===== config.mk =====
export PLATFORM = sky130hd
export DESIGN_NAME = shift_add_mant_mul
export DESIGN_NICKNAME = d
export VERILOG_FILES = /design/src/rtl/fp_mul_pkg.sv /design/src/rtl/shift_add_mant_mul_adder.sv /design/src/rtl/shift_add_mant_mul.sv
export SDC_FILE = /design/constraint.sdc
export NUM_CORES = 1
export LEC_CHECK = 0
export CORE_MARGIN = 2
export CORE_UTILIZATION = 50
export DETAILED_ROUTE_END_ITERATION = 8
export DONT_BUFFER_PORTS = 1
export SLEW_MARGIN = 40
export SYNTH_ARGS = -nofsm -noshare
export SYNTH_HDL_FRONTEND = slang
export SYNTH_SLANG_ARGS = --single-unit

===== constraint.sdc =====
create_clock -name clk -period 11.61 [get_ports clk]
set_clock_uncertainty 0.15 [all_clocks]
set_input_delay 0 -clock clk [delete_from_list [all_inputs] [get_ports clk]]
set_output_delay 0 -clock clk [all_outputs]
set_load 0.02 [all_outputs]

===== src/rtl/fp_mul_pkg.sv =====
// Shared constants and state encoding for the mantissa multiply path.
package fp_mul_pkg;

  localparam int unsigned WIDTH = 24;
  localparam int unsigned CNT_W = 5;

  typedef enum logic [1:0] {
    IDLE = 2'b00,
    RUN  = 2'b01,
    DONE = 2'b10
  } state_e;

endpackage


===== src/rtl/shift_add_mant_mul_adder.sv =====
// 25-bit ripple-carry adder used as the partial-product accumulator.
module adder_25bit (
  input  logic        cin_i,
  input  logic [24:0] a_i,
  input  logic [24:0] b_i,
  output logic [24:0] sum_o
);

  logic carry;

  // Carry ripples LSB to MSB; the carry out of bit 24 is dropped.
  always_comb begin
    carry = cin_i;
    sum_o = '0;
    for (int i = 0; i < 25; i++) begin
      sum_o[i] = a_i[i] ^ b_i[i] ^ carry;
      carry    = (a_i[i] & b_i[i]) | ((a_i[i] ^ b_i[i]) & carry);
    end
  end

endmodule


===== src/rtl/shift_add_mant_mul.sv =====
// Sequential shift-add WIDTH x WIDTH unsigned mantissa multiplier.
// Optional SHIFT_ADD_ZERO_SKIP_EN: zero operands bypass RUN and finish immediately.
module shift_add_mant_mul
  import fp_mul_pkg::*;
(
  input  logic                 clk,
  input  logic                 rst_n,
  input  logic                 start,
  input  logic [WIDTH-1:0]     mant_a,
  input  logic [WIDTH-1:0]     mant_b,
  output logic                 ready,
  output logic                 busy,
  output logic                 done,
  output logic [2*WIDTH-1:0]   product
);

  state_e             state_q, state_d;
  logic [WIDTH-1:0]   m_q, m_d;
  logic [WIDTH-1:0]   a_q, a_d;
  logic [WIDTH-1:0]   q_q, q_d;
  logic [CNT_W-1:0]   count_q, count_d;
  logic               ready_q, busy_q, done_q;
  logic [WIDTH:0]     add_a, add_b, sum;

  assign add_a = {1'b0, a_q};
  assign add_b = q_q[0] ? {1'b0, m_q} : '0;

  adder_25bit u_adder (
    .cin_i (1'b0),
    .a_i   (add_a),
    .b_i   (add_b),
    .sum_o (sum)
  );

  always_ff @(posedge clk) begin
    if (!rst_n) begin
      state_q <= IDLE;
      m_q     <= '0;
      a_q     <= '0;
      q_q     <= '0;
      count_q <= '0;
      ready_q <= 1'b1;
      busy_q  <= 1'b0;
      done_q  <= 1'b0;
    end else begin
      state_q <= state_d;
      m_q     <= m_d;
      a_q     <= a_d;
      q_q     <= q_d;
      count_q <= count_d;
      ready_q <= (state_d == IDLE);
      busy_q  <= (state_d == RUN);
      done_q  <= (state_d == DONE);
    end
  end

  // Next-state and datapath update; {A,Q} shifts right once per RUN step.
  always_comb begin
    state_d = state_q;
    m_d     = m_q;
    a_d     = a_q;
    q_d     = q_q;
    count_d = count_q;
    case (state_q)
      IDLE: begin
        if (start) begin
          m_d     = mant_a;
          q_d     = mant_b;
          a_d     = '0;
          count_d = '0;
          state_d = RUN;
`ifdef SHIFT_ADD_ZERO_SKIP_EN
          if ((mant_a == '0) || (mant_b == '0)) begin
            q_d     = '0;
            state_d = DONE;
          end
`endif
        end
      end
      RUN: begin
        a_d     = sum[WIDTH:1];
        q_d     = {sum[0], q_q[WIDTH-1:1]};
        count_d = count_q + CNT_W'(1);
        if (count_q == CNT_W'(WIDTH - 1)) state_d = DONE;
      end
      DONE:    state_d = IDLE;
      default: state_d = IDLE;
    endcase
  end

  assign ready   = ready_q;
  assign busy    = busy_q;
  assign done    = done_q;
  assign product = {a_q, q_q};

endmodule


# Yosys cells after proc, flatten, opt, wreduce, memory -nomap -nowiden
# Index checks and enable logic that the tools add are counted.
op_classes:
  n_addsub: 1
  n_eq_ne: 5
  muxes: 10
  bitwise_logic: 118
  n_reduce_logical: 5
ops:
  columns: ["operator", "count"]
  rows:
  - ["24-bit one-hot mux with 2 select lines", 2]
  - ["24-bit 2-to-1 mux", 3]
  - ["1-bit AND", 47]
  - ["1-bit XOR", 47]
  - ["1-bit bitwise OR", 23]
  - ["5-bit one-hot mux with 2 select lines", 1]
  - ["5-bit by 1-bit adder with 5-bit output, second input constant", 1]
  - ["5-bit == test, second input constant", 1]
  - ["5-bit 2-to-1 mux", 1]
  - ["2-bit by 1-bit == test with 1-bit output, second input constant", 2]
  - ["2-bit zero test", 2]
  - ["2-bit 2-to-1 mux", 2]
  - ["2-bit one-hot mux with 2 select lines", 1]
  - ["2-bit AND reduction", 2]
  - ["2-bit == test, second input constant", 1]
  - ["2-bit inequality test, second input constant", 1]
  - ["2-bit nonzero test", 1]
  - ["1-bit XOR, first input constant", 1]
totals:
  ff_bits: 82
  inputBits: 51
  word_cells: 147

# Longest topological paths before layout
# Gate-level depths: netlist (run 1).
logic_depth:
  ltp_word: 50
  ltp_mapped: 30
  mapped_depth_nobuf: 29

# Modules after synthesis
# A second synthesis (run 1) with hierarchy kept.
hier_totals:
  hier_cells: 361
  area_unflattened_um2: 3821.2
by_module_without_submodules:
  columns: ["mod", "instances", "cells_per_inst", "area_per_inst_um2"]
  rows:
  - ["shift_add_mant_mul", 1, 331, 3298.2]
  - ["adder_25bit", 1, 30, 523.0]

# Least setup slack after synthesis (run 1)
# No wires, ideal clock.
synth_timing:
  path_type: "reg2reg"
  startpoint: "register q_q[0]"
  endpoint: "register a_q[22]"
  setup_time_ns: 0.119
  arrival_time_ns: 9.772
  path_slack_ns: 1.569
  path_stages_with_launch: 30
  path_buffers: 2
  period_less_slack_ns: 10.041
  path_cell_list: "dfxtp_1 > clkbuf_1 > clkbuf_1 > nand2_1 > fa_1 > fa_1 > fa_1 > fa_1 > fa_1 > fa_1 > fa_1 > fa_1 > fa_1 > fa_1 > fa_1 > fa_1 > fa_1 > fa_1 > fa_1 > fa_1 > fa_1 > fa_1 > fa_1 > fa_1 > inv_1 > fa_1 > inv_1 > fa_1 > fa_1 > o2bb2ai_1"
synth_between:
  elab_chain_len: 48
  word_cells_on_any_way: 93
  classes_between: "mux: 2; bitwise: 91"
synth_rtl:
  columns: ["element", "line", "rtl"]
  rows:
  - ["start, declared", "shift_add_mant_mul.sv:20", "logic [WIDTH-1:0] q_q, q_d;"]
  - ["start signal, assigned", "shift_add_mant_mul.sv:49", "q_q <= q_d;"]
  - ["24-bit 2-to-1 mux *", "shift_add_mant_mul.sv:26", "assign add_b = q_q[0] ? {1'b0, m_q} : '0;"]
  - ["1-bit XOR or 1-bit AND (tied branches)", "shift_add_mant_mul_adder.sv:17", "carry = (a_i[i] & b_i[i]) | ((a_i[i] ^ b_i[i]) & carry);"]
  - ["1-bit AND", "shift_add_mant_mul_adder.sv:17", null]
  - ["1-bit bitwise OR", "shift_add_mant_mul_adder.sv:17", null]
  - ["1-bit AND", "shift_add_mant_mul_adder.sv:17", null]
  - ["1-bit bitwise OR", "shift_add_mant_mul_adder.sv:17", null]
  - ["1-bit AND", "shift_add_mant_mul_adder.sv:17", null]
  - ["1-bit bitwise OR", "shift_add_mant_mul_adder.sv:17", null]
  - ["[32 not listed]", null, null]
  - ["1-bit AND", "shift_add_mant_mul_adder.sv:17", null]
  - ["1-bit bitwise OR", "shift_add_mant_mul_adder.sv:17", null]
  - ["1-bit AND", "shift_add_mant_mul_adder.sv:17", null]
  - ["1-bit bitwise OR", "shift_add_mant_mul_adder.sv:17", null]
  - ["1-bit AND", "shift_add_mant_mul_adder.sv:17", null]
  - ["1-bit bitwise OR", "shift_add_mant_mul_adder.sv:17", null]
  - ["1-bit XOR *", "shift_add_mant_mul_adder.sv:16", "sum_o[i] = a_i[i] ^ b_i[i] ^ carry;"]
  - ["24-bit one-hot mux with 2 select lines *", "shift_add_mant_mul.sv:64", "case (state_q)"]
  - ["end signal, assigned", "shift_add_mant_mul.sv:39", "a_q <= '0;"]
  - ["end signal, assigned", "shift_add_mant_mul.sv:48", "a_q <= a_d;"]
  - ["end, declared", "shift_add_mant_mul.sv:19", "logic [WIDTH-1:0] a_q, a_d;"]
# Every way passes the cells marked *; elsewhere a longest branch is shown, timed or not.
# A chain may end at the register's enable or synchronous reset.

# Final worst setup path (run 1)
# Same ends and word-level chain as after synthesis.

==> flow_metrics.py, run 1 <==
metrics = {
    "timing": {
        "fin_tns_setup_ps": 0,
        "setup_ws_ps": 1400,
        "fin_hold_ws_ps": 33.2,
        "tightest_slew_ps": 626,
        "rsz0062_at_grt": "false",
        "timing.fmax_mhz": 97.9,
        "hold_violations": 0,
        "finalCritPeriodShare": 0.879,
        "relSlewSlack": 0.582,
        "slew_violations": 0,
        "period_minus_slack_ps": 10210,
        "report.final.setup_viol": 0,
    },
    "grt": {
        "grt_max_degree": 45,
        "grt_use_met2": 0.353,
        "grt_first_pass_wirelength_um": 15400,
        "grt-busiest-layer": "met2",
        "gr-total-overflow": 0,
        "first_global_vias": 2963,
        "met1_usage": 0.324,
        "grtUsageTotal": 0.231,
        "antenna_found_initial": 0,
        "grt_use_met3": 0.0600,
    },
    "power_and_ir_drop": {
        "power.density_nw_per_um2": 130,
        "ir_drop_mv": 0.0740,
        "p_leak_nw": 1.72,
        "finalPower_mw": 0.620,
    },
    "setup_path": {
        "crit_path_max_incr_delay_ps": 510,
        "r2r_setup_slack_ps": 1400,
        "cp.buffers_inverters": 3,
        "critPathSlowestCell": "dfxtp_1",
        "worst_path_dominant_cell_family": "adder cells",
        "required_ps": 11700,
        "r2r-end": "a_q[22]",
        "rr_worst_depth": 28,
        "critPathLaunchType": "register",
        "endpoint_kind": "register",
        "critPathArrivalTime_ps": 10300,
        "crit_fanout": 23,
        "timing.rr.start": "q_q[0]",
        "critPathMostFrequentCell": "fa_1",
        "path_class": "reg -> reg",
    },
    "clock_network": {
        "ctsHoldBuffers": 72,
        "post_cts_resized": 0,
        "cts-root-buf": "clkbuf_8",
        "clock_path_buffers": 2,
        "cts.htree.levels": 3,
        "post_cts.repair.setup_buffers": 0,
        "clkTransAtPathRegs_ps": 80,
        "clk_latency_ps": 360,
        "cts.sinks": 82,
        "numCtsBuffers": 9,
        "cts_tree": "done",
    },
    "yosys": {
        "ys_seq_area_frac": 0.427,
        "ys_warn_count": 0,
        "synth_compound_area_frac": 0.236,
        "ys_seq_elements": 82,
        "synth_top_family_by_area": "compound AO/OA/AOI/OAI gates",
        "syn_avg_cell_area_sq_um": 9.95,
        "yosysTopAreaCell": "dfxtp_1",
        "netlist_area_sq_um": 3840,
        "synth-xor-area-share": 0,
        "synth_top_area_frac": 0.427,
        "yosys.area_share.simple": 0.135,
        "synth_area_leaders": "dfxtp_1 (43%), fa_1 (12%), nand2_1 (6.8%), o221a_1 (5.6%), o2bb2ai_1 (5.2%)",
        "synthCells": 386,
        "syn-num-nets": 462,
        "synth_mux_area_frac": 0.00521,
        "synth_cell_types": 39,
        "synth_adder_area_share": 0.126,
    },
    "cells_and_area": {
        "nets": 519,
        "area_delta_synth_final_pct": 24.6,
        "antennaDiodeCount": 0,
        "drive_gt1_frac": 0.0647,
    },
    "floorplan": {
        "die_w_um": 91.7,
        "pin_count": 102,
        "core.rowCount": 31,
        "die_y_um": 91.7,
        "initial_utilization": 0.524,
        "core_sq_um": 7330,
        "die_area_sq_um": 8400,
    },
    "status": {
        "outcome": "finished clean",
    },
    "routing": {
        "detailroute.via_count": 2972,
        "drtIter0Drc": 117,
        "first_pass_iters": 5,
        "wire_per_inst_um": 16.5,
        "viasPerCell": 5.43,
        "drt_wl_total_um": 9030,
        "antenna_left": 0,
        "route.detailed.drc": 0,
    },
    "hold_path": {
        "worstHoldStart": "rst_n",
        "holdPathEnd": "a_q[20]",
        "whs_path_depth": 2,
        "hold_path_class": "in -> reg",
    },
    "place": {
        "numPortBuffers": 0,
        "hpwl_um": 5270,
        "gp_congestion": 0.743,
        "place_ws_ps": 1370,
    },
    "run": {
        "max-cap-violations": 0,
    },
}
worst register-to-register path, delay by kind of cell (launching register included):
family / cells / cell delay (ps)
fa+ha+maj: 23 / 8810
simple gates: 1 / 110
buf+inv: 3 / 440
compound gates: 1 / 60
flops: 1 / 510
cells in the final DEF, fill, tap and decap left out, drive strengths merged, types with 8 or more instances in the layout:
cell type / n
a21boi: 25
a2bb2oi: 19
buf: 8
clkbuf: 11
dfxtp: 82
dlygate4sd3: 70
fa: 23
inv: 26
nand2: 70
nor2: 24
o221a: 19
o2bb2ai: 23
registers in the layout, indices dropped and copies added, names as in the netlist:
register  flops
a_q          24
busy          1
count_q       5
done          1
m_q          24
q_q          24
ready         1
state_q       2
logic make-up after synthesis:
logic type,Yosys count
and+or+nand+nor,116
AOI/OAI and AO/OA,103
DFF,82
buffers and inverters,58
adders and majority gates,25
muxes,2
metal layers:
metal	wire length, um	vias up
met4	102	0
met3	519	11
li1	-	1442
met2	4250	80
met1	4160	1439
met5	0	-
power by group:
| group | total, mW | switching (mW) | internal, mW | leakage [nW] |
|---|---|---|---|---|
| clock network | 0.230 | 0.104 | 0.126 | 0.109 |
| logic | 0.0721 | 0.0320 | 0.0401 | 0.940 |
| registers | 0.318 | 0.0231 | 0.295 | 0.672 |
Yosys cell counts (all sizes together):
cell type / number
ha: 2
nand3b: 1
or3b: 1
and3b: 1
fa: 23
nor3: 2
inv: 26
dfxtp: 82
o2bb2ai: 23
a22o: 6
and4: 1
o21ba: 1
and4bb: 1
a21oi: 1
nand4b: 1
nand3: 2
mux2i: 2
a21boi: 25
nand2: 70
a21o: 4
a2bb2oi: 19
and2: 2
a211o: 1
o221a: 19
nand2b: 2
nor2b: 5
buf: 21
clkbuf: 11
nand4: 1
nor3b: 2
nor2: 24
o21ai: 3
o21a: 1
cell type report:
| cell class | count | area (sq um) |
|---|---|---|
| timing repair buffer | 78 | 774 |
| clock buffer | 11 | 141 |
| clock inverter | 5 | 77.6 |
| fill | 619 | 2540 |
| multi-input combinational | 246 | 1930 |
| inverter | 26 | 97.6 |
| tap | 99 | 124 |
| sequential | 82 | 1640 |
metrics by stage:
step | utilization | cell area [sq um] | instances
finish | 0.653 | 4790 | 547
global route | 0.653 | 4790 | 547
CTS | 0.654 | 4790 | 547
detailed placement | 0.524 | 3840 | 459
global placement | 0.520 | 3810 | 456
floorplan | - | 3840 | 386
worst max path at each step:
stage | from | depth (start not counted) | endpoint
final | q_q[0] | 28 | a_q[22]
after global routing | q_q[0] | 28 | a_q[22]
after CTS | q_q[0] | 28 | a_q[22]
after detailed placement | q_q[0] | 28 | a_q[22]
after global placement | q_q[0] | 28 | a_q[22]
after floorplan | q_q[0] | 29 | a_q[22]
Power figures use the tool's default switching activity.
==> inputs of run 2 (changes only) <==
--- a/config.mk
+++ b/config.mk
@@ -5,10 +5,11 @@
 export SDC_FILE = /design/constraint.sdc
 export NUM_CORES = 1
 export LEC_CHECK = 0
+export BUFFER_PORTS_ARGS = -buffer_cell sky130_fd_sc_hd__buf_2
 export CORE_MARGIN = 2
 export CORE_UTILIZATION = 50
 export DETAILED_ROUTE_END_ITERATION = 8
-export DONT_BUFFER_PORTS = 1
+export PLACE_DENSITY = 0.76
 export SLEW_MARGIN = 40
 export SYNTH_ARGS = -nofsm -noshare
 export SYNTH_HDL_FRONTEND = slang
==> flow_metrics.py, run 2 (synthesis results as in run 1) <==
metrics = {
    "status": {
        "outcome": "finished, violations left",
        "violations": "negative hold slack",
    },
    "setup_path": {
        "r2r_setup_slack_ps": 1370,
        "critPathSlowestCell": "dfxtp_1",
        "endpoint_kind": "register",
        "required_ps": 11690,
        "critPathArrivalTime_ps": 10320,
        "critPathLaunchType": "register",
        "crit_path_max_incr_delay_ps": 590,
        "critPathMostFrequentCell": "fa_1",
        "path_class": "reg -> reg",
        "crit_fanout": 14,
    },
    "cells_and_area": {
        "drive_gt1_frac": 0.243,
        "nets": 594,
        "fillerInstances": 571,
        "stdcell_area_sq_um": 5050,
        "area_delta_synth_final_pct": 31.5,
        "antennaDiodeCount": 0,
        "final_cell_mix": "buf_2 (100), dfxtp_1 (80), nand2_1 (70)",
        "final_util": 0.689,
        "layout_commonest_cell": "buf_2",
        "reg_top3": "a_q: 24 flops, m_q: 24 flops, q_q: 24 flops",
    },
    "power_and_ir_drop": {
        "finalPower_mw": 0.642,
        "ir_drop_mv": 0.0618,
        "p_leak_nw": 2.06,
        "power.density_nw_per_um2": 127,
    },
    "timing": {
        "rsz0062_at_grt": "false",
        "finalCritPeriodShare": 0.882,
        "hold_violations": 7,
        "period_minus_slack_ps": 10240,
        "timing.fmax_mhz": 97.6,
        "report.final.setup_viol": 0,
        "fin_tns_setup_ps": 0,
        "tightest_slew_ps": 591,
        "relSlewSlack": 0.606,
        "fin_hold_ws_ps": -18.7,
        "slew_violations": 0,
    },
    "routing": {
        "drtIter0Drc": 174,
        "viasPerCell": 5.23,
        "wire_per_inst_um": 14.5,
        "drt_wl_total_um": 9040,
        "detailroute.via_count": 3253,
        "first_pass_iters": 4,
        "route.detailed.drc": 0,
        "antenna_left": 0,
    },
    "clock_network": {
        "numCtsBuffers": 9,
        "cts_tree": "done",
        "clock_path_buffers": 2,
        "cts.sinks": 82,
        "post_cts_resized": 0,
        "clkTransAtPathRegs_ps": 80,
        "post_cts.repair.setup_buffers": 0,
        "cts.htree.levels": 3,
        "ctsHoldBuffers": 48,
        "clk_latency_ps": 350,
        "cts-root-buf": "clkbuf_8",
    },
    "grt": {
        "antenna_found_initial": 0,
        "gr-total-overflow": 0,
        "grtUsageTotal": 0.227,
        "first_global_vias": 3160,
        "grt_first_pass_wirelength_um": 15200,
        "grt_max_degree": 55,
    },
    "run": {
        "max-cap-violations": 0,
    },
    "place": {
        "hpwl_um": 5710,
        "numPortBuffers": 101,
        "placed_area_sq_um": 4330,
        "gp_congestion": 0.792,
    },
    "floorplan": {
        "die_area_sq_um": 8400,
        "die_y_um": 91.7,
        "pin_count": 102,
        "initial_utilization": 0.524,
        "die_w_um": 91.7,
        "core_sq_um": 7330,
        "core.rowCount": 31,
    },
    "hold_path": {
        "hold_path_class": "in -> reg",
    },
}
==> run 2: path summary, 6_finish.rpt <==
| kind | start | cells past startpoint | endpoint |
|---|---|---|---|
| setup / recovery | q_q[0] | 29 | a_q[22] |
| hold / removal | rst_n | 2 | m_q[21] |
| setup reg to reg | q_q[0] | 29 | a_q[22] |
| hold reg to reg | m_q[19] | 2 | m_q[19] |
==> run 2: where the power goes <==
| group | total, mW | internal [mW] | switching [mW] |
|---|---|---|---|
| combinational | 0.0911 | 0.0450 | 0.0461 |
| clock | 0.243 | 0.142 | 0.102 |
| sequential | 0.307 | 0.295 | 0.0121 |
==> run 2: per-layer routing <==
metal | part of all wire | vias up | wire (um) | global-route usage
li1 | - | 1592 | - | -
met1 | 0.46 | 1569 | 4180 | 0.303
met2 | 0.48 | 75 | 4340 | 0.369
met3 | 0.034 | 17 | 305 | 0.0296
met4 | 0.025 | 0 | 225 | 0.106
met5 | 0 | - | 0 | 0
==> run 2: cell type report <==
type / count / area, sq um / area share
multi-input cells: 246 / 1930 / 0.382
repair buffers: 153 / 1020 / 0.202
inverters: 26 / 97.6 / 0.0193
flip-flops and latches: 82 / 1640 / 0.326
clock inverters: 6 / 105 / 0.0208
well taps: 99 / 124 / 0.0245
clock buffers: 10 / 128 / 0.0253
==> run 2: worst max-delay path, delay by kind of cell (launching register included) <==
family / cells / cell delay [ps]
and+or+nand+nor: 1 / 200
DFF: 1 / 590
buffers and inverters: 3 / 170
adders and majority gates: 24 / 8970
AOI/OAI and AO/OA: 1 / 50
==> run 2: stage by stage <==
step | instances | hold slack, ps | worst slack [ps]
floorplan | 386 | -15.2 | 1570
global placement | 556 | 89.7 | 1480
detailed placement | 558 | 95.0 | 1360
CTS | 622 | 30.4 | 1340
global route | 622 | 6.96 | 923
finish | 622 | -18.7 | 1370
==> inputs of run 3 (changes only) <==
--- a/config.mk
+++ b/config.mk
@@ -5,11 +5,12 @@
 export SDC_FILE = /design/constraint.sdc
 export NUM_CORES = 1
 export LEC_CHECK = 0
+export ABC_AREA = 1
 export BUFFER_PORTS_ARGS = -buffer_cell sky130_fd_sc_hd__buf_2
 export CORE_MARGIN = 2
-export CORE_UTILIZATION = 50
+export CORE_UTILIZATION = 52
 export DETAILED_ROUTE_END_ITERATION = 8
-export PLACE_DENSITY = 0.76
+export PLACE_DENSITY = 0.79
 export SLEW_MARGIN = 40
 export SYNTH_ARGS = -nofsm -noshare
 export SYNTH_HDL_FRONTEND = slang
==> flow_metrics.py, run 3 <==
metrics = {
    "power_and_ir_drop": {
        "p_leak_nw": 2.12,
        "internal-power_mw": 0.432,
        "ir_drop_mv": 0.0599,
        "p_sw_frac": 0.260,
        "p_comb_frac": 0.142,
        "power_frac_seq": 0.518,
        "p_clk_frac": 0.341,
        "power.density_nw_per_um2": 117,
        "p_sw_mw": 0.152,
    },
    "setup_path": {
        "path_class": "reg -> reg",
        "critPathMostFrequentCell": "fa_1",
        "critPathSlowestCell": "fa_1",
        "rr_worst_depth": 31,
        "timing.rr.start": "q_q[0]",
        "endpoint_kind": "register",
        "r2r-end": "a_q[22]",
        "required_ps": 11670,
        "crit_fanout": 26,
        "critPathArrivalTime_ps": 10330,
        "r2r_setup_slack_ps": 1330,
        "crit_path_max_incr_delay_ps": 500,
        "critPathLaunchType": "register",
    },
    "yosys": {
        "synth_top_flop_cell": "dfxtp_1",
        "yosys.area_share.simple": 0.251,
        "synth_top_family_by_area": "simple AND/OR/NAND/NOR gates",
        "ys_warn_count": 0,
        "netlist_area_sq_um": 3790,
        "synthCells": 498,
        "syn_avg_cell_area_sq_um": 7.61,
        "async_reset_ff_frac": 0,
        "synth-xor-area-share": 0,
        "synth_compound_area_frac": 0.101,
        "yosysMostFrequentCell": "nand2_1",
        "ys_top_cells_by_count": "nand2_1 (105), nor2_1 (95), dfxtp_1 (82)",
        "ys_seq_elements": 82,
        "synth_mux_area_frac": 0,
        "synth_area_leaders": "dfxtp_1 (43%), fa_1 (12%), nand2_1 (10%), nor2_1 (9.4%), o21ai_0 (5.3%)",
        "syn-num-nets": 574,
        "synth_adder_area_share": 0.128,
        "synth-edff-count": 0,
        "synth_cell_types": 21,
        "synth_top_area_frac": 0.433,
        "yosysTopAreaCell": "dfxtp_1",
        "ys_seq_area_frac": 0.433,
    },
    "grt": {
        "first_global_vias": 3354,
        "gr-total-overflow": 0,
        "grt_first_pass_wirelength_um": 15100,
        "grt_max_degree": 64,
        "grtUsageTotal": 0.243,
        "antenna_found_initial": 0,
    },
    "routing": {
        "first_pass_iters": 5,
        "drt_wl_total_um": 9280,
        "viasPerCell": 4.93,
        "route.detailed.drc": 0,
        "drtIter0Drc": 212,
        "antenna_left": 0,
        "detailroute.via_count": 3630,
        "wire_per_inst_um": 12.6,
    },
    "cells_and_area": {
        "stdcell_area_sq_um": 4990,
        "nets": 709,
        "reg_top3": "a_q: 24 flops, m_q: 24 flops, q_q: 24 flops",
        "drive_gt1_frac": 0.193,
        "final_util": 0.699,
        "antennaDiodeCount": 0,
        "layout_commonest_cell": "nand2_1",
        "area_delta_synth_final_pct": 31.7,
        "fillerInstances": 597,
        "final_cell_mix": "nand2_1 (104), buf_2 (101), nor2_1 (94)",
    },
    "timing": {
        "finalCritPeriodShare": 0.885,
        "relSlewSlack": 0.550,
        "period_minus_slack_ps": 10280,
        "hold_violations": 0,
        "rsz0062_at_grt": "false",
        "report.final.setup_viol": 0,
        "fin_tns_setup_ps": 0,
        "timing.fmax_mhz": 97.3,
        "fin_hold_ws_ps": 48.8,
        "slew_violations": 0,
        "tightest_slew_ps": 674,
    },
    "run": {
        "max-cap-violations": 0,
    },
    "place": {
        "placed_area_sq_um": 4330,
        "hpwl_um": 5930,
        "numPortBuffers": 101,
        "gp_congestion": 0.781,
    },
    "clock_network": {
        "clk_latency_ps": 350,
        "cts.htree.levels": 3,
        "clock_path_buffers": 2,
        "cts-root-buf": "clkbuf_8",
        "post_cts_resized": 0,
        "cts.sinks": 82,
        "clkTransAtPathRegs_ps": 80,
        "cts_tree": "done",
        "numCtsBuffers": 9,
    },
    "floorplan": {
        "initial_utilization": 0.531,
        "die_area_sq_um": 7990,
        "core.rowCount": 31,
        "die_y_um": 89.4,
        "pin_count": 102,
        "die_w_um": 89.4,
        "core_sq_um": 7140,
    },
    "hold_path": {
        "whs_path_depth": 5,
        "hold_path_class": "in -> reg",
        "worstHoldStart": "start",
        "holdPathEnd": "q_q[4]",
    },
    "status": {
        "outcome": "finished clean",
    },
}
## run 3: cell count changes after synthesis, moves of 5 or more
cell	delta
nor2_1	+71
o21ai_0	+39
nand2_1	+35
nand3_1	+30
a21boi_1	-25
inv_1	+25
o22ai_1	+23
o2bb2ai_1	-23
a2bb2oi_1	-19
o221a_1	-19
a22o_1	-6
a21oi_1	+5
## run 3: per-layer routing
metal  part of all wire  track usage  wire [um]
met2               0.49        0.406       4550
met1               0.45        0.317       4150
met4              0.021       0.0896        191
met5                  0            0          0
met3              0.043       0.0425        397
## run 3: worst max-delay path: cells and delay by family, from the launching register on
kind / cells / cell delay (ps)
AND/OR/NAND/NOR: 1 / 90
buffers and inverters: 5 / 500
adder cells (fa/ha/maj): 24 / 9030
flip-flops: 1 / 310
AO/OA/AOI/OAI: 1 / 80
## run 3: cells by family (layout without fill, tap and decap cells)
family                     Yosys count  in the layout
DFF                                 82             82
AOI/OAI and AO/OA                   70             70
buffers and inverters               82            221
adders and majority gates           25             25
and+or+nand+nor                    239            239
## run 3: power by group through the flow
stage	Combinational [mW]	Sequential (mW)	Clock (mW)
3_3_place_gp	0.0684	0.308	0
3_5_place_dp	0.0698	0.309	0
5_1_grt	0.0929	0.304	0.218
6_report	0.0828	0.302	0.199
2_1_floorplan	0.0389	0.315	0
4_1_cts	0.0823	0.302	0.203
## run 3: stage by stage
step	power [mW]	instances	worst slack, ps
2_1_floorplan	0.354	498	1540
3_3_place_gp	0.377	673	1550
3_5_place_dp	0.379	673	1370
4_1_cts	0.587	736	1320
5_1_grt	0.615	736	927
6_report	0.584	736	1330
## run 3: worst max-delay path by stage
stage,endpoint,startpoint,slack (ps),cells past startpoint
detailed placement,a_q[22],q_q[0],1370,31
finish,a_q[22],q_q[0],1330,31
floorplan,a_q[22],q_q[0],1540,29
global placement,a_q[22],q_q[0],1550,31
CTS,a_q[22],q_q[0],1320,31
global route,a_q[22],q_q[0],930,31
## run 3: timing repair
action / CTS / global route
buffers inserted: 0 / 0
hold endpoints to repair: 48 / 0
hold buffers: 48 / 0
## run 3: final cells by class
type                    instances  area (sq um)  area share
multi-input cells             334          1830       0.366
flip-flops and latches         82          1640       0.329
repair buffers                153          1020       0.204
inverters                      53           199      0.0399
clock buffers                  12           145      0.0291
well taps                      99           124      0.0248
clock inverters                 3          40.0     0.00802
